===== src/rtl/demux_router.sv =====
`default_nettype none
// ============================================================================
// Module   : demux_router
// Brief    : 1-to-4 demux feeding four independent 2-entry FIFOs.
//            Optional per-channel pop counters under DEMUX_ROUTER_CNT_EN.
// Revision : 1.0 - initial release
// ============================================================================
module demux_router #(
    parameter int DATA_W = 8
) (
    input  logic                  clk,
    input  logic                  rst_n,
    input  logic                  in_valid,
    output logic                  in_ready,
    input  logic [1:0]            in_sel,
    input  logic [DATA_W-1:0]     in_data,
    output logic [3:0]            out_valid,
    input  logic [3:0]            out_ready,
    output logic [4*DATA_W-1:0]   out_data
`ifdef DEMUX_ROUTER_CNT_EN
    ,
    output logic [31:0]           cnt
`endif
);

    typedef enum logic [1:0] {
        ST_EMPTY = 2'd0,
        ST_ONE   = 2'd1,
        ST_FULL  = 2'd2
    } fifo_state_t;

    localparam logic [7:0] c_cnt_max = 8'hFF;

    logic [3:0] w_full;

    // Ready depends only on registered state and the selector, never on out_ready.
    assign in_ready = rst_n & ~w_full[in_sel];

    for (genvar k = 0; k < 4; k++) begin : g_ch
        fifo_state_t       r_state;
        fifo_state_t       w_state_nxt;
        logic [DATA_W-1:0] r_head;
        logic [DATA_W-1:0] r_tail;
        logic              w_push;
        logic              w_pop;

        assign w_push   = in_valid & in_ready & (in_sel == 2'(k));
        assign w_pop    = out_valid[k] & out_ready[k];
        assign w_full[k] = (r_state == ST_FULL);

        assign out_valid[k]                  = (r_state != ST_EMPTY);
        assign out_data[k*DATA_W +: DATA_W]  = r_head;

        always_ff @(posedge clk) begin
            if (!rst_n) begin
                r_state <= ST_EMPTY;
            end else begin
                r_state <= w_state_nxt;
            end
        end

        always_comb begin
            w_state_nxt = r_state;
            case (r_state)
                ST_EMPTY: begin
                    if (w_push) w_state_nxt = ST_ONE;
                end
                ST_ONE: begin
                    if (w_push && !w_pop)      w_state_nxt = ST_FULL;
                    else if (!w_push && w_pop) w_state_nxt = ST_EMPTY;
                end
                ST_FULL: begin
                    if (w_pop) w_state_nxt = ST_ONE;
                end
                default: w_state_nxt = ST_EMPTY;
            endcase
        end

        // Head is the visible word; tail only holds the second entry when FULL.
        always_ff @(posedge clk) begin
            if (!rst_n) begin
                r_head <= '0;
                r_tail <= '0;
            end else begin
                case (r_state)
                    ST_EMPTY: begin
                        if (w_push) r_head <= in_data;
                    end
                    ST_ONE: begin
                        if (w_push && w_pop) r_head <= in_data;
                        else if (w_push)     r_tail <= in_data;
                    end
                    ST_FULL: begin
                        if (w_pop) r_head <= r_tail;
                    end
                    default: begin
                        r_head <= r_head;
                    end
                endcase
            end
        end

`ifdef DEMUX_ROUTER_CNT_EN
        logic [7:0] r_cnt;

        always_ff @(posedge clk) begin
            if (!rst_n) begin
                r_cnt <= 8'd0;
            end else if (w_pop && (r_cnt != c_cnt_max)) begin
                r_cnt <= r_cnt + 8'd1;
            end
        end

        assign cnt[8*k +: 8] = r_cnt;
`else
        logic w_unused_cnt;
        assign w_unused_cnt = ^c_cnt_max;
`endif
    end : g_ch

endmodule
`default_nettype wire


===== config.mk =====
export PLATFORM = sky130hd
export DESIGN_NAME = demux_router
export DESIGN_NICKNAME = d
export VERILOG_FILES = /design/src/rtl/demux_router.sv
export SDC_FILE = /design/constraint.sdc
export NUM_CORES = 1
export LEC_CHECK = 0
export BUFFER_PORTS_ARGS = -buffer_cell sky130_fd_sc_hd__clkbuf_2
export CAP_MARGIN = 20
export CORE_ASPECT_RATIO = 0.9
export CORE_MARGIN = 4
export CORE_UTILIZATION = 57
export CTS_CLUSTER_SIZE = 40
export DETAILED_ROUTE_END_ITERATION = 16
export GPL_TIMING_DRIVEN = 0
export PLACE_DENSITY_LB_ADDON = 0.05
export REMOVE_ABC_BUFFERS = 1
export SKIP_LAST_GASP = 1
export SLEW_MARGIN = 20
export SYNTH_ARGS = -nofsm -noshare
export SYNTH_HDL_FRONTEND = slang
export SYNTH_SLANG_ARGS = --single-unit
export TNS_END_PERCENT = 5

===== constraint.sdc =====
create_clock -name clk -period 2.5 [get_ports clk]
set_input_delay 0.125 -clock clk [delete_from_list [all_inputs] [get_ports clk]]
set_output_delay 0.125 -clock clk [all_outputs]
set_load 0.005 [all_outputs]

==> results.sh <==
export IMPL_status="completed"
export IMPL_preCtsSetupSlack_ns=-0.301
export IMPL_synth_mux_area_share_pct=18.5
export IMPL_synth_compound_area_share_pct=22.2
export IMPL_ys_ff_latch=72
export IMPL_layout_setup_ws_ns=0.118
export IMPL_hp_class="in2reg"
export IMPL_grt_usage_pct=21.6
export IMPL_cts_buffers=9
export IMPL_start_util_pct=60.0
export IMPL_crit_arrival_ns=2.64
export IMPL_synth_area_per_cell_um2=10.5
export IMPL_pwr_share_comb_pct=8.8
export IMPL_peakVddDrop_uv=348
export IMPL_period_needed_ns=2.38
export IMPL_rsz0062_at_grt="yes"
export IMPL_place_area_um2=3920
export IMPL_cts_root_buf="clkbuf_8"
export IMPL_switching_power_uw=525
export IMPL_synth_top_area_share_pct=38.5
export IMPL_finalInstanceArea_um2=4110
export IMPL_antenna_found_initial=0
export IMPL_die_w_um=93.5
export IMPL_place_congestion=0.744
export IMPL_yosysSeqAreaShare_pct=38.5
export IMPL_ctsHoldBuffers=0
export IMPL_clk_pin_slew_ns=0.07
export IMPL_start_kind="register"
export IMPL_grt_max_degree=74
export IMPL_slew_viol_final=0
export IMPL_setup_tns_ns=0
export IMPL_period_share_pct=95.3
export IMPL_fin_skew_ns=0.00550
export IMPL_max_freq_ghz=0.420
export IMPL_vias=2780
export IMPL_tritoncts="built"
export IMPL_cts_sinks=72
export IMPL_cellLeakagePower_nw=1.85
export IMPL_p_int_mw=1.62
export IMPL_wl_um=8050
export IMPL_grt_pass1_wl_um=13500
export IMPL_fill_cells=522
export IMPL_ys_top_cells_by_area="dfxtp_1 (38%), mux2i_1 (18%), a211oi_2 (7.7%)"
export IMPL_h_tree_depth=3
export IMPL_clock_tree_buffer_depth=2
export IMPL_pwr_share_seq_pct=55.2
export IMPL_powerDensity_nw_per_um2=522
export IMPL_drt_iter0_markers=153
export IMPL_slew_headroom_pct=42.8
export IMPL_setup_viol=0
export IMPL_core_area_um2=6250
export IMPL_die_area_um2=7940
export IMPL_synth_top_family_by_area="compound AO/OA/AOI/OAI gates"
export IMPL_dpl_cell_count=456
export IMPL_io_pin_count=54
export IMPL_synth_cell_types=35
export IMPL_wl_per_cell_um=17.0
export IMPL_yosysTopAreaCell="dfxtp_1"
export IMPL_layout_nets=409
export IMPL_drt_drc_violations_left=0
export IMPL_io_buffers=53
export IMPL_grt_pass1_vias=2662
export IMPL_grt_overflow=0
export IMPL_rows=27
export IMPL_power_frac_clock_pct=36.0
export IMPL_cp_required_ns=2.76
export IMPL_max_cap_violations=0
export IMPL_drtAntennaViolNets=0
export IMPL_dp_hpwl_um=5250
export IMPL_synthXorXnorAreaFrac_pct=0
export IMPL_ys_warn_count=0
export IMPL_holdWs_ns=0.0579
export IMPL_synthSimpleGateAreaFrac_pct=11.1
export IMPL_endpoint_kind="register"
export IMPL_cp_max_fo=11
export IMPL_synth_fa_ha_area_share_pct=3.00
export IMPL_synth_area_um2=3750
export IMPL_diodes=0
export IMPL_synth_cells=357
export IMPL_drtPass1Iterations=4
export IMPL_drive_gt1_share_pct=28.0
export IMPL_fin_cells=473
export IMPL_clk_latency_ns=0.34
export IMPL_area_growth_pct=9.75
export IMPL_die_y_um=84.9
export IMPL_rrSetupSlack_ns=0.12
export IMPL_worstMarginPinSlew_ns=0.858
export IMPL_viasPerCell=5.88
export IMPL_critPathKind="reg2reg"
export IMPL_hold_viol=0
export IMPL_switching_share_pct=24.5
[logic make-up after synthesis]
kind of cell / after synthesis
AO/OA/AOI/OAI: 77
adder cells (fa/ha/maj): 9
buffers and inverters: 53
flip-flops: 72
multiplexers: 68
AND/OR/NAND/NOR: 78
[layout by cell type, fill, tap and decap left out, types with 2 or more instances in the layout]
cell | Yosys | layout
dfxtp_1 | 72 | 72
mux2i_1 | 67 | 67
clkbuf_2 | 1 | 53
nor2_1 | 44 | 43
a211oi_2 | 23 | 23
a2111oi_1 | 16 | 16
inv_1 | 11 | 11
clkbuf_8 | 0 | 10
a2111oi_0 | 9 | 9
a211oi_1 | 9 | 9
ha_1 | 9 | 9
and3b_1 | 8 | 8
a2111oi_2 | 7 | 7
nor2b_1 | 7 | 5
nand3b_1 | 5 | 5
nand2_1 | 5 | 5
a21oi_1 | 4 | 4
a211o_4 | 4 | 4
o31ai_1 | 3 | 3
clkbuf_1 | 19 | 3
buf_4 | 2 | 3
nor2b_4 | 0 | 2
and4b_1 | 2 | 2
[through the flow]
stage          utilization, %  power (mW)
5_1_grt                  65.8        2.26
2_1_floorplan               -        1.32
6_report                 65.8        2.15
4_1_cts                  65.1        2.17
3_3_place_gp             62.6        1.40
3_5_place_dp             62.6        1.40
[critical path: stages, from the launching register on]
cell      delay, ns
dfxtp_1        0.44
and2b_1        0.52
nor2b_1        0.15
ha_1           0.23
and3b_1        0.34
a211o_4        0.41
a211oi_1       0.20
[flip-flops by register name (all words and copies together) (netlist names)]
register / cells
g_ch.r_tail: 32
g_ch.r_head: 32
g_ch.r_state: 8
[path summary, 6_finish.rpt]
kind                                    from                         endpoint  cells after the start
max          g_ch[0].r_state[1]$_SDFFE_PN0P_   g_ch[0].r_head[0]$_SDFFE_PN0P_                      6
min                             out_ready[0]  g_ch[0].r_state[1]$_SDFFE_PN0P_                      4
max reg2reg  g_ch[0].r_state[1]$_SDFFE_PN0P_   g_ch[0].r_head[0]$_SDFFE_PN0P_                      6
min reg2reg   g_ch[0].r_tail[5]$_SDFFE_PN0P_   g_ch[0].r_tail[5]$_SDFFE_PN0P_                      2
[routing by layer]
| metal | routed length, um | vias up | share of wire (%) | global-route usage, % |
|---|---|---|---|---|
| li1 | - | 1378 | - | - |
| met1 | 3930 | 1338 | 49 | 30.0 |
| met2 | 3700 | 55 | 46 | 33.0 |
| met3 | 345 | 9 | 4.3 | 6.38 |
| met4 | 72 | 0 | 0.89 | 5.33 |
| met5 | 0 | - | 0 | 0 |
[synth_stat cells]
| library cell | number |
|---|---|
| clkbuf_2 | 1 |
| a211o_4 | 4 |
| a211oi_1 | 9 |
| buf_2 | 14 |
| and2_1 | 1 |
| mux2i_1 | 67 |
| buf_1 | 1 |
| nor2b_1 | 7 |
| nand3b_1 | 5 |
| mux4_2 | 1 |
| a32oi_1 | 1 |
| buf_4 | 2 |
| and2b_1 | 1 |
| a2111oi_1 | 16 |
| clkbuf_1 | 19 |
| nand2b_1 | 1 |
| inv_1 | 11 |
| inv_2 | 1 |
| nor4bb_1 | 1 |
| and4_4 | 1 |
| o31ai_1 | 3 |
| and3b_1 | 8 |
| or2_2 | 1 |
| dfxtp_1 | 72 |
| ha_1 | 9 |
| a21oi_1 | 4 |
| o32a_1 | 1 |
| buf_6 | 4 |
| and4b_1 | 2 |
| a2111oi_0 | 9 |
| a2111oi_2 | 7 |
| nor2_1 | 44 |
| and4bb_1 | 1 |
| nand2_1 | 5 |
| a211oi_2 | 23 |
[power groups by stage]
stage	clock [mW]	sequential, mW	combinational [mW]
final	0.772	1.18	0.189
after global routing	0.859	1.19	0.211
after CTS	0.794	1.18	0.191
after detailed placement	0	1.21	0.190
after global placement	0	1.21	0.187
after floorplan	0	1.21	0.111
[area by class of cell]
type	count	area (um^2)	area share, %
clock buffer	13	149	3.62
clock inverter	1	5.00	0.122
inverter	12	47.5	1.16
multi-input combinational	232	2070	50.4
sequential	72	1440	35.0
tap	87	109	2.65
timing repair buffer	56	288	7.00
[repair_timing]
action | CTS | global route
buffers inserted | 0 | 3
endpoints found under the setup margin | 50 | 32
gates resized for setup | 1 | 3
Note: power is estimated with default switching activity, not from simulation.
